`src/rtl/bus_node_fifo_pkg.sv`:
```
// Shared types and constants for the bus node FIFO endpoint.
package bus_node_pkg;

  localparam int unsigned ID_W    = 8;
  localparam logic [7:0]  BCAST   = 8'hFF;
  localparam int unsigned PKT_MAX = 256;

  localparam int unsigned ERR_TXOV = 0;
  localparam int unsigned ERR_TXUN = 1;
  localparam int unsigned ERR_RXOV = 2;

  typedef logic [ID_W-1:0] node_id_t;

  // Caller zero-extends the packet to PKT_MAX and passes its real width.
  function automatic node_id_t dest_of(input logic [PKT_MAX-1:0] pkt, input int unsigned w);
    return node_id_t'(pkt >> (w - ID_W));
  endfunction

endpackage

```
`src/rtl/bus_node_fifo_if.sv`:
```
// Agent/bus-facing signal bundle of one bus node endpoint.
interface bus_node_fifo_if #(
  parameter int unsigned pckg_sz = 16,
  parameter int unsigned depth   = 8
);
  logic                     wr_en;
  logic [pckg_sz-1:0]       wr_data;
  logic                     tx_full;
  logic [$clog2(depth):0]   tx_count;
  logic                     pndng;
  logic                     pop;
  logic [pckg_sz-1:0]       D_pop;
  logic                     push;
  logic [pckg_sz-1:0]       D_push;
  logic                     rx_valid;
  logic [pckg_sz-1:0]       rx_data;
  logic                     rx_ready;
  logic [2:0]               err;

  modport master (
    output wr_en, wr_data, pop, push, D_push, rx_ready,
    input  tx_full, tx_count, pndng, D_pop, rx_valid, rx_data, err
  );

  modport slave (
    input  wr_en, wr_data, pop, push, D_push, rx_ready,
    output tx_full, tx_count, pndng, D_pop, rx_valid, rx_data, err
  );
endinterface

```
`src/rtl/bus_node_fifo_sync.sv`:
```
// Synchronous first-word fall-through FIFO with wrap-bit pointers.
module node_sync_fifo #(
  parameter int unsigned width = 16,
  parameter int unsigned depth = 8
) (
  input  logic                     clk,
  input  logic                     reset,
  input  logic                     wr,
  input  logic [width-1:0]         wdata,
  input  logic                     rd,
  output logic [width-1:0]         rdata,
  output logic                     empty,
  output logic                     full,
  output logic [$clog2(depth):0]   count,
  output logic                     ovf,
  output logic                     unf
);
  localparam int unsigned AW = $clog2(depth);

  logic [width-1:0] mem_q [depth];
  logic [AW:0]      wptr_q, wptr_d, rptr_q, rptr_d;
  logic             wr_ok, rd_ok;

  assign empty = (wptr_q == rptr_q);
  assign full  = (wptr_q[AW] != rptr_q[AW]) && (wptr_q[AW-1:0] == rptr_q[AW-1:0]);
  assign count = wptr_q - rptr_q;
  assign rdata = empty ? '0 : mem_q[rptr_q[AW-1:0]];

  // A full FIFO is never empty, so a read frees the slot for a same-cycle write.
  assign rd_ok = rd && !empty;
  assign wr_ok = wr && (!full || rd);
  assign ovf   = wr && full && !rd;
  assign unf   = rd && empty;

  always_comb begin
    wptr_d = wptr_q;
    rptr_d = rptr_q;
    if (wr_ok) wptr_d = wptr_q + 1'b1;
    if (rd_ok) rptr_d = rptr_q + 1'b1;
  end

  always_ff @(posedge clk) begin
    if (!reset) begin
      wptr_q <= '0;
      rptr_q <= '0;
    end else begin
      wptr_q <= wptr_d;
      rptr_q <= rptr_d;
    end
  end

  always_ff @(posedge clk) begin
    if (reset && wr_ok) mem_q[wptr_q[AW-1:0]] <= wdata;
  end

endmodule

```
`src/rtl/bus_node_fifo.sv`:
```
// Bus node endpoint: TX/RX FIFO pair, RX destination filter, sticky error flags.
// Define ADDR_FILTER_EN to accept only packets addressed to id or broadcast.
module bus_node_fifo
  import bus_node_pkg::*;
#(
  parameter int unsigned pckg_sz   = 16,
  parameter int unsigned depth     = 8,
  parameter node_id_t    id        = 8'd0,
  parameter node_id_t    broadcast = BCAST
) (
  input  logic            clk,
  input  logic            reset,
  bus_node_fifo_if.slave  bif
);
  localparam int unsigned CW = $clog2(depth) + 1;

  logic          tx_empty, tx_ovf, tx_unf;
  logic          rx_wr, rx_empty, rx_full, rx_ovf, rx_unf;
  logic [CW-1:0] rx_count;
  node_id_t      rx_dest;
  logic [2:0]    err_q, err_d;
  logic          unused_ok;

  assign rx_dest = dest_of(PKT_MAX'(bif.D_push), pckg_sz);

`ifdef ADDR_FILTER_EN
  assign rx_wr     = bif.push && (rx_dest == id || rx_dest == broadcast);
  assign unused_ok = ^{rx_count, rx_unf, rx_full};
`else
  assign rx_wr     = bif.push;
  assign unused_ok = ^{rx_count, rx_unf, rx_full, rx_dest, id, broadcast};
`endif

  node_sync_fifo #(.width(pckg_sz), .depth(depth)) u_tx (
    .clk   (clk),
    .reset (reset),
    .wr    (bif.wr_en),
    .wdata (bif.wr_data),
    .rd    (bif.pop),
    .rdata (bif.D_pop),
    .empty (tx_empty),
    .full  (bif.tx_full),
    .count (bif.tx_count),
    .ovf   (tx_ovf),
    .unf   (tx_unf)
  );

  node_sync_fifo #(.width(pckg_sz), .depth(depth)) u_rx (
    .clk   (clk),
    .reset (reset),
    .wr    (rx_wr),
    .wdata (bif.D_push),
    .rd    (bif.rx_ready),
    .rdata (bif.rx_data),
    .empty (rx_empty),
    .full  (rx_full),
    .count (rx_count),
    .ovf   (rx_ovf),
    .unf   (rx_unf)
  );

  assign bif.pndng    = !tx_empty;
  assign bif.rx_valid = !rx_empty;
  assign bif.err      = err_q;

  always_comb begin
    err_d = err_q;
    if (tx_ovf) err_d[ERR_TXOV] = 1'b1;
    if (tx_unf) err_d[ERR_TXUN] = 1'b1;
    if (rx_ovf) err_d[ERR_RXOV] = 1'b1;
  end

  always_ff @(posedge clk) begin
    if (!reset) err_q <= '0;
    else        err_q <= err_d;
  end

endmodule

```
`src/flat_wrapper.sv`:
```
// flat-port wrapper written by rule: the top's interface ports become plain ports
module bus_node_fifo_flat import bus_node_pkg::*;
#(
  parameter int unsigned pckg_sz   = 16,
  parameter int unsigned depth     = 8,
  parameter node_id_t    id        = 8'd0,
  parameter node_id_t    broadcast = BCAST
)
  (clk, reset, bif_wr_en, bif_wr_data, bif_pop, bif_push, bif_D_push, bif_rx_ready, bif_tx_full, bif_tx_count, bif_pndng, bif_D_pop, bif_rx_valid, bif_rx_data, bif_err);
  bus_node_fifo_if #(.pckg_sz(pckg_sz), .depth(depth)) bif_i ();
  input  logic clk;
  input  logic reset;
  input wire logic [$bits(bif_i.wr_en)-1:0] bif_wr_en;
  input wire logic [$bits(bif_i.wr_data)-1:0] bif_wr_data;
  input wire logic [$bits(bif_i.pop)-1:0] bif_pop;
  input wire logic [$bits(bif_i.push)-1:0] bif_push;
  input wire logic [$bits(bif_i.D_push)-1:0] bif_D_push;
  input wire logic [$bits(bif_i.rx_ready)-1:0] bif_rx_ready;
  output wire logic [$bits(bif_i.tx_full)-1:0] bif_tx_full;
  output wire logic [$bits(bif_i.tx_count)-1:0] bif_tx_count;
  output wire logic [$bits(bif_i.pndng)-1:0] bif_pndng;
  output wire logic [$bits(bif_i.D_pop)-1:0] bif_D_pop;
  output wire logic [$bits(bif_i.rx_valid)-1:0] bif_rx_valid;
  output wire logic [$bits(bif_i.rx_data)-1:0] bif_rx_data;
  output wire logic [$bits(bif_i.err)-1:0] bif_err;
  assign bif_i.wr_en = bif_wr_en;
  assign bif_i.wr_data = bif_wr_data;
  assign bif_i.pop = bif_pop;
  assign bif_i.push = bif_push;
  assign bif_i.D_push = bif_D_push;
  assign bif_i.rx_ready = bif_rx_ready;
  assign bif_tx_full = bif_i.tx_full;
  assign bif_tx_count = bif_i.tx_count;
  assign bif_pndng = bif_i.pndng;
  assign bif_D_pop = bif_i.D_pop;
  assign bif_rx_valid = bif_i.rx_valid;
  assign bif_rx_data = bif_i.rx_data;
  assign bif_err = bif_i.err;
  bus_node_fifo #(.pckg_sz(pckg_sz), .depth(depth), .id(id), .broadcast(broadcast)) u_core (.clk(clk), .reset(reset), .bif(bif_i));
endmodule
```
`config.mk`:
```
export PLATFORM = sky130hd
export DESIGN_NAME = bus_node_fifo_flat
export DESIGN_NICKNAME = d
export VERILOG_FILES = /design/src/rtl/bus_node_fifo_pkg.sv /design/src/rtl/bus_node_fifo_if.sv /design/src/rtl/bus_node_fifo_sync.sv /design/src/rtl/bus_node_fifo.sv /design/src/flat_wrapper.sv
export SDC_FILE = /design/constraint.sdc
export NUM_CORES = 1
export LEC_CHECK = 0
export ABC_AREA = 1
export CORE_AREA = 3 3 174 176
export DETAILED_ROUTE_END_ITERATION = 7
export DIE_AREA = 0 0 177 179
export PLACE_DENSITY = 0.65
export SETUP_SLACK_MARGIN = 0.4
export SLEW_MARGIN = 20
export SYNTH_ARGS = -nofsm -noshare
export SYNTH_HDL_FRONTEND = slang
export SYNTH_SLANG_ARGS = --single-unit
```
`constraint.sdc`:
```
create_clock -name clk -period 2.54 [get_ports clk]
set_clock_uncertainty 0.15 [all_clocks]
set_input_delay 0.508 -clock clk [delete_from_list [all_inputs] [get_ports clk]]
set_output_delay 0.508 -clock clk [all_outputs]
set_load 0.03 [all_outputs]
```
==> impl_metrics.toml <==
[detailed_routing]
wl_per_cell_um = 18.7
first_iter_violations = 582
num_vias = 8059
drc = 0
via_per_inst = 5.20
antenna_left = 0
drt_pass1_iterations = 5
routed_wl_um = 28900

[sta]
max_freq_mhz = 381
rsz0062_at_grt = "yes"
fin_crit_ns = 2.63
worstMarginPinSlew_ns = 0.370
finalCritPeriodShare_pct = 103
setup_ws_ns = -0.0880
fin_hold_ws_ns = 0.299
maxSlewViolCount = 0
final-hold-violation-count = 0
setup_viol_count_final = 30
relSlewSlack_pct = 75.3

[floorplan]
die_x_um = 177
die_h_um = 179
die-area_sq_um = 31700
initial_core_util_pct = 39.8
ios = 80
core_sq_um = 28800
num_rows = 62

[setup_path]
path_max_fanout = 8
crit_family = "buffers and inverters"
cp_common_cell = "o21ai_1"
slowest_stage = "dfxtp_4"
cp-start-kind = "register"
crit_required_ns = 1.88
path_buf_inv = 4
end_kind = "primary output"
critical_path.cell_chain = "buf_6 -> buf_12 -> buf_12 -> nor2_4 -> nor2_1 -> o21ai_1 -> o21ai_1 -> o21ai_1 -> nor2_1 -> buf_4"
critPathKind = "reg2out"
cpPeakStageDelay_ns = 0.39
crit_arrival_ns = 1.97

[synthesis]
avgSynthCellArea_sq_um = 11.6
ys_types = 28
ys_ff_latch = 281
synth.area.top_cells = "edfxtp_1, nor2_1, o21ai_0"
synth.largest_area_cell = "edfxtp_1"
ys_seq_area_share_pct = 71.5
mappedNetlistNets = 1029
syn_inst = 983
yosys_warnings = 0
synthesis.area_sq_um = 11400
synth.top_cell.area_share_pct = 67.2

[power]
p_leak_nw = 5.42
cellPowerDensity_nw_per_um2 = 815
irDropWorstVdd_uv = 629

[cts]
cts.sinks = 281
cts.reportedPaths.clkPinSlew_ns = 0.06
cts_tree = "done"
clockRootBuffer = "clkbuf_16"
cts.path.max_buffers = 3
cts.htree.levels = 1
insertion_delay_ns = 0.54
cts_hold_buf = 0
cts_made_buffers = 29

[run_status]
violations = "setup timing"
status = "finished with violations"

[hold_path]
worstHoldPathType = "reg2reg"

[cells_and_area]
area_growth_pct = 36.3
drive_gt1_share_pct = 28.4
fill_cells = 2286
nNetsFinal = 1187
fin_area_sq_um = 15600

[placement]
dp_hpwl_um = 15100
placed_area_sq_um = 13100
port_buffers = 79
gp_congestion = 0.740

[global_routing]
grt_pass1_vias = 7740
antenna_found_initial = 1
grt_max_degree = 38
track_usage_pct = 17.5
overflow = 0
grt_pass1_wl_um = 43200

[job]
cap_violations = 0
[repair_timing]
item                                    4_1_cts  5_1_grt
endpoints found under the setup margin       67      166
pin swaps                                    41       52
gates cloned                                 10        6
buffers inserted                             31        6
resized for setup                           259       87
[cells in the mapped netlist]
cell,number
clkinv_1,1
nand2_2,7
buf_2,11
edfxtp_1,256
nand3_1,24
nand4_1,1
dfxtp_1,25
inv_2,5
nand3_4,2
nor3_1,2
clkbuf_1,23
inv_1,24
buf_4,10
buf_6,3
xor2_1,6
a21oi_1,18
xnor2_1,3
nand3_2,2
o21a_1,1
nor2_1,280
clkbuf_2,6
fa_1,1
nand2_1,32
ha_1,7
nor2_4,1
o21ai_0,201
nor2_2,3
o21ai_1,28
[registers in the layout, summed over array words and instances, names as in the netlist, named ones only]
signal	count
u_core.u_tx.wptr_q	4
u_core.u_rx.rptr_q	4
u_core.bif.err	3
u_core.u_tx.mem_q	128
u_core.u_tx.rptr_q	4
u_core.u_rx.mem_q	128
u_core.u_rx.wptr_q	4
[layout by cell type, fill, tap and decap left out, drive strengths merged, types with 5 or more instances in the layout]
| master | instances |
|---|---|
| nand2 | 42 |
| bufinv | 5 |
| ha | 7 |
| nand3 | 28 |
| inv | 28 |
| clkbuf | 44 |
| a21oi | 18 |
| xor2 | 6 |
| clkinv | 10 |
| dfxtp | 25 |
| nor2 | 284 |
| clkdlybuf4s50 | 37 |
| o21ai | 229 |
| edfxtp | 256 |
| buf | 131 |
[area by class of cell]
cell class | count | area [sq um] | share of cell area [%]
multi-input cells | 622 | 3480 | 22.3
repair buffers | 177 | 2230 | 14.3
clock inverters | 14 | 211 | 1.36
inverters | 30 | 134 | 0.858
diodes | 2 | 5.00 | 0.0321
flip-flops and latches | 281 | 8230 | 52.8
clock buffers | 40 | 830 | 5.32
well taps | 384 | 480 | 3.08
[metal layers]
metal  vias to the layer above  track usage, %  share of wire [%]
met5                         -               0                  0
met4                         0            5.47                2.8
met3                        49            2.41                5.6
met2                       277            30.1                 50
met1                      3939            23.2                 42
li1                       3794               -                  -
[stage by stage]
stage	std cells	worst slack [ns]	util [%]	setup TNS [ns]	power, mW
final	1550	-0.0880	54.2	-1.46	12.7
after global routing	1549	-0.206	54.2	-4.44	13.2
after CTS	1536	-0.0846	52.8	-0.915	12.6
after detailed placement	1441	0.0455	45.7	0	7.41
after global placement	1441	0.0880	45.7	0	7.39
after floorplan	983	0.305	-	0	6.66
[worst reg2reg max path, cell delays in order (launching register included)]
cell and delay (ns):
dfxtp_4 0.37, inv_6 0.04, ha_4 0.24, clkinv_4 0.05, nor2_4 0.04, buf_12 0.14, buf_6 0.12, buf_6 0.11
nand3_4 0.10, nand2_4 0.07, buf_6 0.15, nor3_4 0.25, clkbuf_16 0.23
[report_power, final]
group	internal [mW]	switching (mW)	total, mW
Sequential	5.13	0.0583	5.19
Clock	2.80	1.73	4.53
Combinational	1.27	1.73	3.00
[path summary, 6_finish.rpt]
check / start / end / slack, ns / depth (start not counted)
setup / recovery: register / bif_rx_data[9] / -0.09 / 10
hold / removal: u_core.bif.err[2] / u_core.bif.err[2] / 0.30 / 2
setup reg to reg: u_core.u_tx.wptr_q[0] / u_core.u_tx.mem_q[2][15] / 0.21 / 12
hold reg to reg: u_core.bif.err[2] / u_core.bif.err[2] / 0.30 / 2
[cell families (layout without fill, tap and decap cells)]
group / count (synthesis) / in the layout / share of synthesized area (%)
compound gates: 248 / 248 / 10.9
xor+xnor: 9 / 9 / 0.689
fa+ha+maj: 8 / 8 / 0.940
buf+inv: 83 / 261 / 3.43
flops: 281 / 281 / 71.5
other cells: 0 / 2 / 0
simple gates: 354 / 357 / 12.5
(Power assumes the default switching activity.)
